## src/rtl/serial_add_pkg.sv

```systemverilog
// Shared definitions for the bit-serial adder controller.
//   state_t       : FSM encoding (IDLE=0, SHIFT=1, DONE=2)
//   DEFAULT_WIDTH : default operand width
package serial_add_pkg;

  localparam int DEFAULT_WIDTH = 8;

  typedef enum logic [1:0] {
    IDLE  = 2'd0,
    SHIFT = 2'd1,
    DONE  = 2'd2
  } state_t;

endpackage

```

## src/rtl/FullAdder.sv

```systemverilog
// 1-bit full adder cell.
//   a, b : addend bits
//   ci   : carry in
//   s    : sum bit
//   co   : carry out
module FullAdder (
  input  logic a,
  input  logic b,
  input  logic ci,
  output logic s,
  output logic co
);

  assign s  = a ^ b ^ ci;
  assign co = (a & b) | (ci & (a ^ b));

endmodule

```

## src/rtl/serial_add_ctrl.sv

```systemverilog
// Bit-serial adder: {cout,sum} = a + b + cin, LSB first, one bit per clock,
// through a single 1-bit full adder.
//   clk, rst      : clock, synchronous active-high reset
//   start         : request an addition (sampled only in IDLE)
//   a, b, cin     : operands, captured when start is accepted
//   busy          : high while in SHIFT or DONE
//   done          : one-cycle pulse when sum/cout/overflow are valid
//   sum, cout     : result, held until the next accepted start
//   overflow      : two's-complement overflow (carry into MSB ^ carry out)
module serial_add_ctrl
  import serial_add_pkg::*;
#(
  parameter int WIDTH = DEFAULT_WIDTH
) (
  input  logic             clk,
  input  logic             rst,
  input  logic             start,
  input  logic [WIDTH-1:0] a,
  input  logic [WIDTH-1:0] b,
  input  logic             cin,
  output logic             busy,
  output logic             done,
  output logic [WIDTH-1:0] sum,
  output logic             cout,
  output logic             overflow
);

  localparam int CW = $clog2(WIDTH + 1);

  state_t           state;
  logic [WIDTH-1:0] a_sh;
  logic [WIDTH-1:0] b_sh;
  logic             carry;
  logic [CW-1:0]    cnt;
  logic             fa_s;
  logic             fa_co;

  FullAdder u_fa (
    .a  (a_sh[0]),
    .b  (b_sh[0]),
    .ci (carry),
    .s  (fa_s),
    .co (fa_co)
  );

  always_ff @(posedge clk) begin
    if (rst) begin
      state    <= IDLE;
      busy     <= 1'b0;
      done     <= 1'b0;
      sum      <= '0;
      cout     <= 1'b0;
      overflow <= 1'b0;
      cnt      <= '0;
      carry    <= 1'b0;
      a_sh     <= '0;
      b_sh     <= '0;
    end else begin
      done <= 1'b0;
      case (state)
        IDLE: begin
          if (start) begin
            a_sh     <= a;
            b_sh     <= b;
            carry    <= cin;
            cnt      <= '0;
            sum      <= '0;
            cout     <= 1'b0;
            overflow <= 1'b0;
            busy     <= 1'b1;
            state    <= SHIFT;
          end
        end
        SHIFT: begin
          a_sh  <= a_sh >> 1;
          b_sh  <= b_sh >> 1;
          carry <= fa_co;
          // Sum bits enter at the MSB so after WIDTH shifts bit 0 is the LSB.
          sum   <= {fa_s, sum[WIDTH-1:1]};
          cnt   <= cnt + 1'b1;
          if (cnt == CW'(WIDTH - 1)) begin
            // Last bit: carry holds the carry into the MSB.
            cout     <= fa_co;
            overflow <= carry ^ fa_co;
            state    <= DONE;
          end
        end
        DONE: begin
          // done is registered, so it shows in the first IDLE cycle,
          // where a new start can already be accepted.
          done  <= 1'b1;
          busy  <= 1'b0;
          state <= IDLE;
        end
        default: begin
          busy  <= 1'b0;
          state <= IDLE;
        end
      endcase
    end
  end

endmodule

```

## config.mk

```make
export PLATFORM = sky130hd
export DESIGN_NAME = serial_add_ctrl
export DESIGN_NICKNAME = d
export VERILOG_FILES = /design/src/rtl/serial_add_pkg.sv /design/src/rtl/FullAdder.sv /design/src/rtl/serial_add_ctrl.sv
export SDC_FILE = /design/constraint.sdc
export NUM_CORES = 1
export LEC_CHECK = 0
export BUFFER_PORTS_ARGS = -buffer_cell sky130_fd_sc_hd__buf_4
export CORE_ASPECT_RATIO = 1.5
export CORE_MARGIN = 8
export CORE_UTILIZATION = 45
export CTS_BUF_LIST = sky130_fd_sc_hd__clkbuf_8
export DETAILED_ROUTE_END_ITERATION = 8
export PLACE_DENSITY = 0.68
export SYNTH_ARGS = -nofsm -noshare
export SYNTH_HDL_FRONTEND = slang
export SYNTH_SLANG_ARGS = --single-unit
```

## constraint.sdc

```tcl
create_clock -name clk -period 1.6 [get_ports clk]
set_clock_uncertainty 0.2 [all_clocks]
set_input_delay 0.32 -clock clk [delete_from_list [all_inputs] [get_ports clk]]
set_output_delay 0.32 -clock clk [all_outputs]
set_load 0.01 [all_outputs]
```

==> flow_metrics.py <==
metrics = {
    "floorplan": {
        "die_y_microns": 86.33,
        "core_area_sq_um": 3159,
        "placementRows": 25,
        "die_x_microns": 62.89,
        "design.portCount": 32,
        "die-area_sq_um": 5429,
        "initial_core_util": 0.4697,
    },
    "synthesis": {
        "synth_seq_area_share": 0.4722,
        "ys_async_sr_fraction": 0,
        "synth_enable_flop_cells": 0,
        "ys_dominant_reg_cell": "dfxtp_1",
        "yosys.cell_types.count": 30,
        "syn_area_per_cell_sq_um": 9.160,
        "syn-num-nets": 184,
        "netlist_instances": 162,
        "ys_ff_latch": 35,
        "synth_area_sq_um": 1484,
        "ys.warnings.count": 0,
    },
    "clock_network": {
        "ctsHoldBuffers": 0,
        "clk_path_buf_depth": 2,
        "clk_latency_ns": 0.28,
        "cts.clk_slew.worst_paths_ns": 0.07,
        "numCtsBuffers": 5,
        "htree_levels": 2,
        "cts_tree": "yes",
        "clkSinkCount": 35,
        "cts_root_buf": "clkbuf_8",
    },
    "power": {
        "clkPwrFrac": 0.332,
        "seqPwrFrac": 0.538,
        "p_comb_frac": 0.130,
        "cellLeakagePower_nw": 0.7574,
        "ir_drop_uv": 711.5,
        "p_sw_frac": 0.2496,
        "p_per_area_nw_per_um2": 959.9,
        "p_int_w": 0.001327,
        "power_switching_w": 0.0004413,
    },
    "detailed_routing": {
        "dr.pass1.iters": 4,
        "avgViaCountPerCell": 5.526,
        "vias": 1282,
        "wl_microns": 3279,
        "antenna_left": 0,
        "drc_errors": 0,
        "wire_per_inst_microns": 14.13,
        "first_iter_violations": 34,
    },
    "final_layout": {
        "area_growth_pct": 24.11,
        "final_nets": 213,
        "final_common_cell": "buf_4",
        "drive_gt1_frac": 0.2396,
        "nFillCells": 277,
        "antennaDiodeCount": 0,
        "fin_area_sq_um": 1842,
        "stdcell_count": 232,
        "mostFrequentLayoutCells": "buf_4 (36), dfxtp_1 (35), nor2_1 (29)",
    },
    "setup_path": {
        "critPathRequiredTime_ns": 1.59,
        "cpLargestDelayFamily": "flip-flops",
        "critPathMaxFanout": 22,
        "critPathSlowestCell": "dfxtp_1",
        "path_buf_inv": 1,
        "cp-end-kind": "flop",
        "worstPathCellList": "nor2b_2 > buf_12 > mux2i_1 > a211oi_1",
        "path_class": "flop to flop",
        "slowest_delay_ns": 0.42,
        "cp_data_arrival_time_ns": 1.46,
        "startpoint_type": "flop",
    },
    "global_routing": {
        "antenna_found_initial": 0,
        "grt_pass1_vias": 1284,
        "overflow": 0,
        "track_usage": 0.1242,
        "grt_max_degree": 36,
        "grt_pass1_wl_microns": 5526,
    },
    "placement": {
        "dp.cells": 224,
        "detailedPlace.worstSlack_ns": 0.03451,
        "io_buffers": 31,
        "hpwl_microns": 2324,
        "placed_area_sq_um": 1752,
        "gp_congestion": 0.7458,
    },
    "sta": {
        "setup_viol": 0,
        "timing.final.hold_violations": 0,
        "fmax_mhz": 678.4,
        "final-max-slew-violation-count": 0,
        "max_slew_margin": 0.7633,
        "worst_pin_slew_ns": 0.3550,
        "layout_setup_ws_ns": 0.1259,
        "timing.final.crit_share": 0.9213,
        "tns_ns": 0,
        "fin_crit_ns": 1.474,
        "rsz0062_at_grt": "no",
    },
    "outcome": {
        "outcome": "complete, no violations",
    },
    "run": {
        "cap_violations": 0,
    },
    "min_path": {
        "hold_class": "input pin to flop",
    },
}
## metal layers
layer / vias up / GRT usage / part of all wire
li1: 639 / - / -
met1: 602 / 0.1195 / 0.42
met2: 33 / 0.2170 / 0.50
met3: 8 / 0.05419 / 0.060
met4: 0 / 0.06875 / 0.023
met5: - / 0 / 0
## cell type report
type	instances	area, sq um	share of cell area
Multi-Input combinational cell	110	711.9	0.3865
Sequential cell	35	700.7	0.3804
Timing Repair Buffer	37	290.3	0.1576
Clock buffer	5	68.82	0.03736
Tap cell	40	50.05	0.02717
Clock inverter	3	12.51	0.006793
Inverter	2	7.507	0.004076
## flip-flops by register name, summed over array words and instances, names as in the netlist, 2 cells and up
register and count:
state 2, cnt 4, b_sh 8, a_sh 8, sum 8
## path summary, 6_finish.rpt
kind         startpoint  endpoint  slack [ns]  depth (start not counted)
max            state[0]   b_sh[5]        0.13                          4
min                b[4]   b_sh[4]        0.18                          3
max reg2reg    state[0]   b_sh[5]        0.13                          4
min reg2reg     b_sh[7]   b_sh[7]        0.30                          2
## timing repair
item	in CTS	in global routing
gates resized for setup	0	2
setup buffers	0	0
setup endpoints to repair	0	9
## tightest hold or removal path: stages
cell      delay (ns)
buf_4           0.10
mux2i_1         0.11
a211oi_1        0.08
## through the flow
stage	power (W)	utilization	hold slack [ns]
after floorplan	0.001115	-	0.2444
after global placement	0.001189	0.5545	0.2560
after detailed placement	0.001198	0.5545	0.2758
after CTS	0.001785	0.5802	0.1783
after global routing	0.001859	0.5830	0.2079
final	0.001768	0.5830	0.1814
## cell usage after synthesis (all sizes together) (2+ instances only)
library cell,n,share of area
o22ai,2,0.0084
a211oi,17,0.086
nor2,29,0.073
nand3b,2,0.010
nand2,5,0.013
inv,2,0.0051
o21ai,3,0.010
o2bb2ai,4,0.024
and3b,3,0.018
a22oi,9,0.046
clkbuf,7,0.018
a31oi,3,0.013
dfxtp,35,0.47
nor2b,3,0.013
buf,8,0.033
mux2i,9,0.061
nand3,6,0.020
a21oi,4,0.013
nor3,2,0.0067
## power groups by stage
stage	Combinational (W)	Sequential [W]	Clock [W]
2_1_floorplan	0.000152	0.000963	0
3_3_place_gp	0.000221	0.000967	0
3_5_place_dp	0.000229	0.000969	0
4_1_cts	0.000230	0.000950	0.000606
5_1_grt	0.000257	0.000955	0.000647
6_report	0.000231	0.000950	0.000587
## kinds of logic after synthesis
kind of cell    synth area share
buf+inv                  0.05566
xor+xnor                0.005903
compound gates            0.2116
fa+ha+maj                0.02192
mux                      0.06071
flops                     0.4722
simple gates              0.1720
Power figures use the tool's default switching activity.
